## src/rtl/fifo_reader_pkg.sv

```systemverilog
// Shared types and constants for the fifo_reader read-side controller.
package fifo_reader_pkg;

  localparam int DATA_WIDTH_DEF = 8;
  localparam int LEN_WIDTH_DEF  = 8;
  localparam int SKID_DEPTH     = 2;
  localparam int OCC_WIDTH      = $clog2(SKID_DEPTH + 1);
  localparam int STAT_WIDTH     = 16;

  typedef enum logic [1:0] {
    ST_IDLE,
    ST_FETCH,
    ST_FLUSH,
    ST_DONE
  } state_e;

  // Statistics counters stick at all-ones instead of wrapping.
  function automatic logic [STAT_WIDTH-1:0] sat_inc(input logic [STAT_WIDTH-1:0] v);
    return (&v) ? v : v + STAT_WIDTH'(1);
  endfunction

endpackage

```

## src/rtl/fifo_reader_skid.sv

```systemverilog
// Two-entry skid buffer: absorbs the FIFO read latency so bytes already
// requested always have a slot, regardless of downstream back-pressure.
module fifo_reader_skid
  import fifo_reader_pkg::*;
#(
  parameter int DATA_WIDTH = DATA_WIDTH_DEF
) (
  input  logic                  clk,
  input  logic                  rst_n,
  input  logic                  push_i,
  input  logic [DATA_WIDTH-1:0] push_data_i,
  input  logic                  pop_i,
  output logic [DATA_WIDTH-1:0] head_o,
  output logic [OCC_WIDTH-1:0]  occ_o
);

  localparam int PTR_W = $clog2(SKID_DEPTH);

  logic [DATA_WIDTH-1:0] mem_q [SKID_DEPTH];
  logic [PTR_W-1:0]      wr_ptr_q;
  logic [PTR_W-1:0]      rd_ptr_q;
  logic [OCC_WIDTH-1:0]  count_q;

  always_ff @(posedge clk or negedge rst_n) begin
    if (!rst_n) begin
      // NOTE: the storage is reset too (not just the pointers) because the
      // head entry drives m_data, which must read 0 out of reset.
      mem_q    <= '{default: '0};
      wr_ptr_q <= '0;
      rd_ptr_q <= '0;
      count_q  <= '0;
    end else begin
      if (push_i) begin
        mem_q[wr_ptr_q] <= push_data_i;
        wr_ptr_q        <= wr_ptr_q + PTR_W'(1);
      end
      if (pop_i) begin
        rd_ptr_q <= rd_ptr_q + PTR_W'(1);
      end
      count_q <= count_q + OCC_WIDTH'(push_i) - OCC_WIDTH'(pop_i);
    end
  end

  assign head_o = mem_q[rd_ptr_q];
  assign occ_o  = count_q;

endmodule

```

## src/rtl/fifo_reader.sv

```systemverilog
// fifo_reader: drains burst_len bytes from a single-clock FIFO onto a valid/ready
// stream. Define FIFO_READER_STATS_EN to build the beat/stall statistics counters.
module fifo_reader
  import fifo_reader_pkg::*;
#(
  parameter int DATA_WIDTH = DATA_WIDTH_DEF,
  parameter int LEN_WIDTH  = LEN_WIDTH_DEF
) (
  input  logic                  clk,
  input  logic                  rst,
  input  logic                  start,
  input  logic [LEN_WIDTH-1:0]  burst_len,
  input  logic                  buf_empty,
  input  logic [DATA_WIDTH-1:0] buf_out,
  output logic                  rd_en,
  output logic [DATA_WIDTH-1:0] m_data,
  output logic                  m_valid,
  input  logic                  m_ready,
  output logic                  m_last,
  output logic                  busy,
  output logic                  done,
  output logic [STAT_WIDTH-1:0] beat_count,
  output logic [STAT_WIDTH-1:0] stall_count
);

  state_e               state_q;
  logic [LEN_WIDTH-1:0] len_q;
  logic [LEN_WIDTH-1:0] issued_q;
  logic [LEN_WIDTH-1:0] issued_d;
  logic [LEN_WIDTH-1:0] delivered_q;
  logic [LEN_WIDTH-1:0] delivered_d;
  logic                 inflight_q;
  logic                 pop;
  logic                 credit_ok;
  logic [OCC_WIDTH-1:0] occ;

  // The byte requested last cycle is on buf_out now and lands in the skid.
  fifo_reader_skid #(
    .DATA_WIDTH(DATA_WIDTH)
  ) u_skid (
    .clk        (clk),
    .rst_n      (rst),
    .push_i     (inflight_q),
    .push_data_i(buf_out),
    .pop_i      (pop),
    .head_o     (m_data),
    .occ_o      (occ)
  );

  always_comb begin
    // NOTE: every always_comb output gets a default first, so no path can
    // leave one unassigned and infer a latch.
    pop         = 1'b0;
    credit_ok   = 1'b0;
    rd_en       = 1'b0;
    issued_d    = issued_q;
    delivered_d = delivered_q;

    pop = m_valid && m_ready;
    // A beat leaving this cycle frees its slot in time for a new request,
    // which keeps a full-rate stream at one byte per cycle.
    credit_ok = (int'(occ) + int'(inflight_q) - int'(pop)) < SKID_DEPTH;
    rd_en     = (state_q == ST_FETCH) && !buf_empty && (issued_q < len_q) && credit_ok;

    issued_d    = issued_q + LEN_WIDTH'(rd_en);
    delivered_d = delivered_q + LEN_WIDTH'(pop);
  end

  always_ff @(posedge clk or negedge rst) begin
    if (!rst) begin
      state_q     <= ST_IDLE;
      len_q       <= '0;
      issued_q    <= '0;
      delivered_q <= '0;
      inflight_q  <= 1'b0;
    end else begin
      // NOTE: sequential state uses non-blocking assignments only, so every
      // register samples pre-edge values no matter the evaluation order.
      inflight_q <= rd_en;
      unique case (state_q)
        ST_IDLE: begin
          if (start && (burst_len != '0)) begin
            len_q       <= burst_len;
            issued_q    <= '0;
            delivered_q <= '0;
            state_q     <= ST_FETCH;
          end
        end
        ST_FETCH: begin
          issued_q    <= issued_d;
          delivered_q <= delivered_d;
          if (issued_d == len_q) state_q <= ST_FLUSH;
        end
        ST_FLUSH: begin
          delivered_q <= delivered_d;
          if (delivered_d == len_q) state_q <= ST_DONE;
        end
        ST_DONE: begin
          state_q <= ST_IDLE;
        end
        default: state_q <= ST_IDLE;
      endcase
    end
  end

  assign m_valid = (occ != '0);
  assign m_last  = m_valid && (delivered_q == len_q - LEN_WIDTH'(1));
  assign busy    = (state_q != ST_IDLE);
  assign done    = (state_q == ST_DONE);

`ifdef FIFO_READER_STATS_EN
  logic [STAT_WIDTH-1:0] beat_q;
  logic [STAT_WIDTH-1:0] stall_q;

  // Cumulative across bursts; only reset clears them.
  always_ff @(posedge clk or negedge rst) begin
    if (!rst) begin
      beat_q  <= '0;
      stall_q <= '0;
    end else begin
      if (pop)                 beat_q  <= sat_inc(beat_q);
      if (m_valid && !m_ready) stall_q <= sat_inc(stall_q);
    end
  end

  assign beat_count  = beat_q;
  assign stall_count = stall_q;
`else
  assign beat_count  = '0;
  assign stall_count = '0;
`endif

endmodule
```

## config.mk

```make
export PLATFORM = sky130hd
export DESIGN_NAME = fifo_reader
export DESIGN_NICKNAME = d
export VERILOG_FILES = /design/src/rtl/fifo_reader_pkg.sv /design/src/rtl/fifo_reader_skid.sv /design/src/rtl/fifo_reader.sv
export SDC_FILE = /design/constraint.sdc
export NUM_CORES = 1
export LEC_CHECK = 0
export CAP_MARGIN = 0
export CORE_MARGIN = 2
export CORE_UTILIZATION = 25
export CTS_BUF_LIST = sky130_fd_sc_hd__clkbuf_4
export CTS_CLUSTER_DIAMETER = 40
export DETAILED_ROUTE_END_ITERATION = 8
export GPL_TIMING_DRIVEN = 1
export PLACE_DENSITY_LB_ADDON = 0.2
export SYNTH_ARGS = -nofsm -noshare
export SYNTH_HDL_FRONTEND = slang
export SYNTH_HIERARCHICAL = 1
export SYNTH_SLANG_ARGS = --single-unit
```

## constraint.sdc

```tcl
create_clock -name clk -period 4.3 [get_ports clk]
set_clock_uncertainty 0.15 [all_clocks]
set_input_delay 0.86 -clock clk [delete_from_list [all_inputs] [get_ports clk]]
set_output_delay 0.86 -clock clk [all_outputs]
set_load 0.1 [all_outputs]
```

Word level (Yosys, flattened, before mapping)
Index checks and enable logic that the tools add are counted.

word-level totals
  word-level logic and storage cells = 67
  register bits = 47
  output and inout port bits = 45

operators by class
  mux-type cells = 13
  equal/unequal tests = 9
  reduce and logical (&&, ||, !) cells = 19
  bitwise gates (word level) = 2
  magnitude comparators = 5
  add/sub/neg operators = 9

operator list
  cell                                                                           count
  8-bit 2-to-1 mux                                                               5
  8-bit case mux with 2 select lines                                             2
  8-bit == test                                                                  3
  8-bit by 1-bit adder with 8-bit output                                         2
  16-bit bitwise mux                                                             1
  8-bit demux with 1-bit select                                                  1
  8-bit less-than comparator                                                     1
  2-bit case mux with 4 select lines                                             1
  2-bit nonzero test                                                             4
  8-bit nonzero test                                                             1
  8-bit by 1-bit subtractor with 8-bit output (second input constant)            1
  1-bit logical AND                                                              7
  2-bit 2-to-1 mux                                                               3
  2-bit AND reduction                                                            3
  2-bit == test (second input constant)                                          2
  2-bit greater-or-equal comparator (second input constant)                      2
  4-bit by 3-bit less-than comparator with 1-bit output (second input constant)  1
  2-bit inequality test (second input constant)                                  2
  1-bit NOT with 2-bit output                                                    2
  3-bit by 1-bit subtractor with 4-bit output                                    1
  2-bit by 1-bit adder with 3-bit output                                         1
  3-bit AND reduction                                                            1
  1-bit adder (second input constant)                                            2
  2-bit by 1-bit adder with 2-bit output                                         1
  other kinds (7)                                                                7

Depth between registers and ports, before layout
Gate-level depths: netlist of the first run.

  word-level depth = 9
  mapped depth = 17

Cells and area by module
Netlist of the first run, hierarchy kept.

by module, submodules not included
  module            instances  cells an instance  area an instance (um^2)  sequential area each (um^2)
  fifo_reader       1          276                2472.4                   675.6
  fifo_reader_skid  1          56                 899.6                    500.5

Worst setup path after synthesis of the first run
No wires, ideal clock.

  kind = reg-to-reg
  start = register u_skid.count_q[1] (netlist: u_skid/occ_o[1])
  end = register state_q[0]
  library setup time = 0.126 ns
  slack = -1.477 ns
  cell stages (with the launch flop) = 18
  arrival = 5.501 ns
  buffers on the path = 0
  cell sequence = dfrtp_1 -> or2_2 -> and2_1 -> nor2b_1 -> o21ai_0 -> fa_1 -> nor4bb_1 -> nand3_1 -> a31oi_1 -> ha_1 -> ha_1 -> and3_1 -> nand3_1 -> xnor2_1 -> nand4_1 -> o21ai_0 -> nand4_1 -> mux2i_1

on the way
  word-level cells in the longest chain between the ends = 9

RTL lines
  element                                                            line                    text
  from (decl)                                                        fifo_reader_skid.sv:22  logic [OCC_WIDTH-1:0] count_q;
  from (signal assigned)                                             fifo_reader_skid.sv:40  count_q <= count_q + OCC_WIDTH'(push_i) - OCC_WIDTH'(pop_i);
  2-bit nonzero test                                                 fifo_reader.sv:106      assign m_valid = (occ != '0);
  net m_valid                                                        fifo_reader.sv:17       output logic m_valid,
  1-bit logical AND                                                  fifo_reader.sv:59       pop = m_valid && m_ready;
  net pop                                                            fifo_reader.sv:33       logic pop;
  3-bit by 1-bit subtractor with 4-bit output                        fifo_reader.sv:62       credit_ok = (int'(occ) + int'(inflight_q) - int'(pop)) < SKID_DEPTH;
  4-bit by 3-bit less-than comparator with 1-bit output              fifo_reader.sv:62
  1-bit logical AND                                                  fifo_reader.sv:63       rd_en = (state_q == ST_FETCH) && !buf_empty && (issued_q < len_q) && credit_ok;
  net rd_en                                                          fifo_reader.sv:15       output logic rd_en,
  8-bit by 1-bit adder with 8-bit output                             fifo_reader.sv:65       issued_d = issued_q + LEN_WIDTH'(rd_en);
  8-bit == test                                                      fifo_reader.sv:92       if (issued_d == len_q) state_q <= ST_FLUSH;
  2-bit by 1-bit inequality test with 1-bit output (no source line)  --
  3-bit AND reduction (no source line)                               --
  to (signal assigned)                                               fifo_reader.sv:71       state_q <= ST_IDLE;
  to (signal assigned)                                               fifo_reader.sv:92
  to (signal assigned)                                               fifo_reader.sv:96       if (delivered_d == len_q) state_q <= ST_DONE;
  to (decl)                                                          fifo_reader.sv:26       state_e state_q;

The timed path passes the listed nets, and every way through them passes these cells.
A chain may end at the register's enable or synchronous reset.

Worst setup path in the final report of the first run
  start = input port m_ready
  end = output port rd_en

on the way
  word-level cells in the longest chain between the ends = 4

RTL lines
  element                                                line               text
  from (decl)                                            fifo_reader.sv:18  input logic m_ready,
  1-bit logical AND                                      fifo_reader.sv:59
  net pop                                                fifo_reader.sv:33
  3-bit by 1-bit subtractor with 4-bit output            fifo_reader.sv:62
  4-bit by 3-bit less-than comparator with 1-bit output  fifo_reader.sv:62
  1-bit logical AND                                      fifo_reader.sv:63
  to (decl)                                              fifo_reader.sv:15

The timed path passes the listed nets, and every way through them passes these cells.

==> impl_metrics.ini, run 1 <==
[timing]
timing_max_transition_violations_final = 0
setup-tns-final_ns = 0
period_minus_slack_ns = 4.136
slew_headroom = 0.3483
fmax_ghz = 0.2418
final-setup-viol-count = 0
hold_viol = 0
final_worst_path_period_share = 0.9619
unrepaired_setup_endpoints_after_global_routing = false
timing_worst_slew_pin_value_ns = 0.9746

[cells_and_area]
finish.net_count = 409
filler_cell_count = 1379
fin_util = 0.3019
register_area_mm2 = 0.001176
multi_input_area_mm2 = 0.002011
antenna_cells_inserted = 0
syn2layout_area_growth_pct = 18.11
layout_cells_sized_above_1 = 0.2141

[worst_setup_path]
rr_startpoint = u_skid/occ_o[1]$_DFF_PN0_
crit_family = buffers and inverters
origin_of_the_worst_setup_path = m_ready
cp_slowest_cell = sky130_fd_sc_hd__fa_1
timing.critical_path.fanout_max = 2
slowest_delay_ns = 0.51
crit_type = primary input to output pin
startpoint_type_of_the_worst_setup_path = primary input
data_required_critical_path_ns = 3.29
crit_buf_inv = 3
cp_cell_sequence = clkdlybuf4s50_1 > and2_4 > nor2b_4 > o21ai_0 > fa_1 > nor4bb_2 > nand3_1 > a31oi_4 > buf_6 > buf_12
timing.critical_path.to_type = output pin
crit_arrival_ns = 3.13

[synthesis]
fraction_of_registers_with_async_set_reset = 1.000
synth.cell_area_mm2 = 0.003372
ys_types = 54
postSynthCellCount = 332
yosys.area.top_type_share = 0.3488
synth.top_cells.by_count = sky130_fd_sc_hd__dfrtp_1 (47), sky130_fd_sc_hd__buf_4 (32), sky130_fd_sc_hd__mux2_2 (24)
ys_ff_latch = 47
synth_edf_count = 0
post-synth-top-area-cell = sky130_fd_sc_hd__dfrtp_1
avgSynthCellArea_um2 = 10.16
synth_area_leaders = sky130_fd_sc_hd__dfrtp_1 (35%), sky130_fd_sc_hd__mux2_2 (8.0%), sky130_fd_sc_hd__buf_4 (7.1%), sky130_fd_sc_hd__ha_1 (7.1%), sky130_fd_sc_hd__xnor2_1 (4.9%)
yosys_warnings = 6
seq_area_frac_synth = 0.3488
yosysMostFrequentCell = sky130_fd_sc_hd__dfrtp_1
yosys_most_used_dff = sky130_fd_sc_hd__dfrtp_1

[flow_run]
maxCapViolCount = 0

[clocking]
cts.root.buffer_cell = sky130_fd_sc_hd__clkbuf_4
cts_made_buffers = 5
insertion_delay_of_the_later_clocked_pin_in_the_worst_skew_pair_ns = 0.38
clock_pin_slew_on_the_worst_setup_and_hold_paths_ns = 0.17
h_tree_depth = 2
cts_sinks = 47
cts_buffer_depth = 2
tritoncts = yes
postCtsSetupBuffers = 0

[detailed_routing]
drt.antenna.violating_nets = 0
detail_route.drc_violations = 0
drtPass1Iterations = 4
detail_route.wl_per_cell_um = 14.61
wirelength_um = 7960
route.vias.total = 2441
detail_route.vias_per_cell = 4.479
detail_route.iter0.violations = 153

[status]
outcome = complete, no violations

[min_path]
holdCritPathClass = primary input to asynchronous set/reset pin

[floorplanning]
design.die.area_mm2 = 0.01443
dieHeight_um = 120.1
initial_cell_density_of_the_core = 0.2556
chipWidth_um = 120.1
fp-row-count = 42
ios = 66
placeableCoreArea_mm2 = 0.01319

[global_route]
grt_pass1_vias = 2381
initial_antenna_violation_count = 0
grt_max_degree = 31
globalRouteOverflowTotal = 0
grt.total_usage = 0.1143
grt_pass1_wl_um = 12780

[pwr]
power.density_mw_per_mm2 = 777.7
power.leakage_nw = 1.768
vdd_drop_max_uv = 376.8

[placed_design]
globalplace.congestion = 0.7777
io_buffer_count = 33
hpwlAfterDp_um = 5814
## registers in the layout, summed over array words and instances (netlist names)
signal,cells
delivered_q,8
state_q,2
len_q,8
u_skid/rd_ptr_q,1
inflight_q,1
u_skid/mem_q,16
issued_q,8
u_skid/occ_o,2
u_skid/wr_ptr_q,1
## layer usage
layer	GRT usage	part of all wire	wire length (um)
met5	0	0	0
met4	0.02647	0.013	107
met3	0.02567	0.057	450
met2	0.1893	0.46	3637
met1	0.1514	0.47	3764
## cells in the final DEF (no fill, tap or decap), drive strengths merged, types with 2 or more instances in the layout
cell type and count:
clkdlybuf4s50 30, xor2 12, a22o 11, mux2 32, conb 32, a21o 10
a21oi 6, nor4 3, mux2i 7, a32o 4, and2 3, o31ai 2
nor2b 5, clkbuf 5, dfrtp 47, nor2 10, nor3 11, nand2 21
inv 16, ha 19, nand3 11, o21ai 12, nand4 4, buf 16
or2 2, xnor2 20
## kinds of logic (layout without fill, tap and decap cells)
logic type / after synthesis / after routing / synth area share
AO/OA/AOI/OAI: 55 / 55 / 0.1213
XOR/XNOR: 32 / 32 / 0.08534
adder cells (fa/ha/maj): 20 / 20 / 0.07644
buffers and inverters: 63 / 69 / 0.1150
flip-flops: 47 / 47 / 0.3488
multiplexers: 39 / 39 / 0.1366
other: 1 / 32 / 0.001112
AND/OR/NAND/NOR: 75 / 75 / 0.1154
## worst register-to-register path, cell delays in order (launching register included)
cell	delay, ns
sky130_fd_sc_hd__dfrtp_1	0.48
sky130_fd_sc_hd__or2_4	0.30
sky130_fd_sc_hd__and2_4	0.16
sky130_fd_sc_hd__nor2b_4	0.12
sky130_fd_sc_hd__buf_4	0.13
sky130_fd_sc_hd__fa_1	0.51
sky130_fd_sc_hd__nor4bb_2	0.20
sky130_fd_sc_hd__nand3_1	0.15
sky130_fd_sc_hd__a31oi_4	0.22
sky130_fd_sc_hd__ha_4	0.18
sky130_fd_sc_hd__ha_4	0.15
sky130_fd_sc_hd__and3_4	0.19
sky130_fd_sc_hd__nand3_2	0.11
sky130_fd_sc_hd__xnor2_2	0.15
sky130_fd_sc_hd__nand4_1	0.12
sky130_fd_sc_hd__o21ai_1	0.17
sky130_fd_sc_hd__nand4_1	0.16
sky130_fd_sc_hd__mux2i_1	0.17
## layout make-up
| cell class | instances | area share |
|---|---|---|
| clock inverters | 3 | 0.01194 |
| clock buffers | 5 | 0.009425 |
| flip-flops and latches | 47 | 0.2953 |
| well taps | 176 | 0.05529 |
| multi-input cells | 253 | 0.5049 |
| inverters | 15 | 0.01414 |
| repair buffers | 46 | 0.1090 |
## repair_timing
action	CTS	global route
gates resized for setup	0	3
hold buffers	0	0
endpoints found under the setup margin	0	3
## where the power goes
group          internal (mW)  switching (mW)  leakage, nW
logic                  0.712            1.30         1.13
registers              0.605           0.192        0.593
clock network          0.126           0.166       0.0458
## stage by stage
stage,cell area (um2),hold WS (ns),power [mW],std cells,worst slack [ns]
3_5_place_dp,3880,0.3367,2.814,537,-0.1364
2_1_floorplan,3561,0.3236,2.379,363,0.006379
5_1_grt,3983,0.2643,3.296,545,0.004725
6_report,3983,0.2481,3.097,545,0.1638
4_1_cts,3965,0.2495,3.123,545,0.1153
3_3_place_gp,3880,0.3320,2.795,537,-0.1429
## final timing paths
check                      cells past startpoint                           to  slack, ns
hold reg to reg                                1  u_skid/mem_q[0]$_DFFE_PN0P_       0.37
min in group clk                               1  u_skid/mem_q[0]$_DFFE_PN0P_       0.37
hold / removal                                 1   delivered_q[3]$_DFFE_PN0P_       0.25
max in group asynchronous                      2       state_q[0]$_DFFE_PN0P_       2.97
setup reg to reg                              17       state_q[0]$_DFFE_PN0P_       0.38
setup / recovery                              10                        rd_en       0.16
Power figures use the tool's default switching activity.
==> inputs of run 2 (changes only) <==
--- a/config.mk
+++ b/config.mk
@@ -17,3 +17,4 @@
 export SYNTH_HDL_FRONTEND = slang
 export SYNTH_HIERARCHICAL = 1
 export SYNTH_SLANG_ARGS = --single-unit
+export TNS_END_PERCENT = 100
==> results of run 2 <==
Final layout, timing and power as in run 1 (identical DEF).
==> inputs of run 3 (changes only) <==
--- a/config.mk
+++ b/config.mk
@@ -5,7 +5,6 @@
 export SDC_FILE = /design/constraint.sdc
 export NUM_CORES = 1
 export LEC_CHECK = 0
-export CAP_MARGIN = 0
 export CORE_MARGIN = 2
 export CORE_UTILIZATION = 25
 export CTS_BUF_LIST = sky130_fd_sc_hd__clkbuf_4
==> results of run 3 <==
Final layout, timing and power as in run 1 (identical DEF).
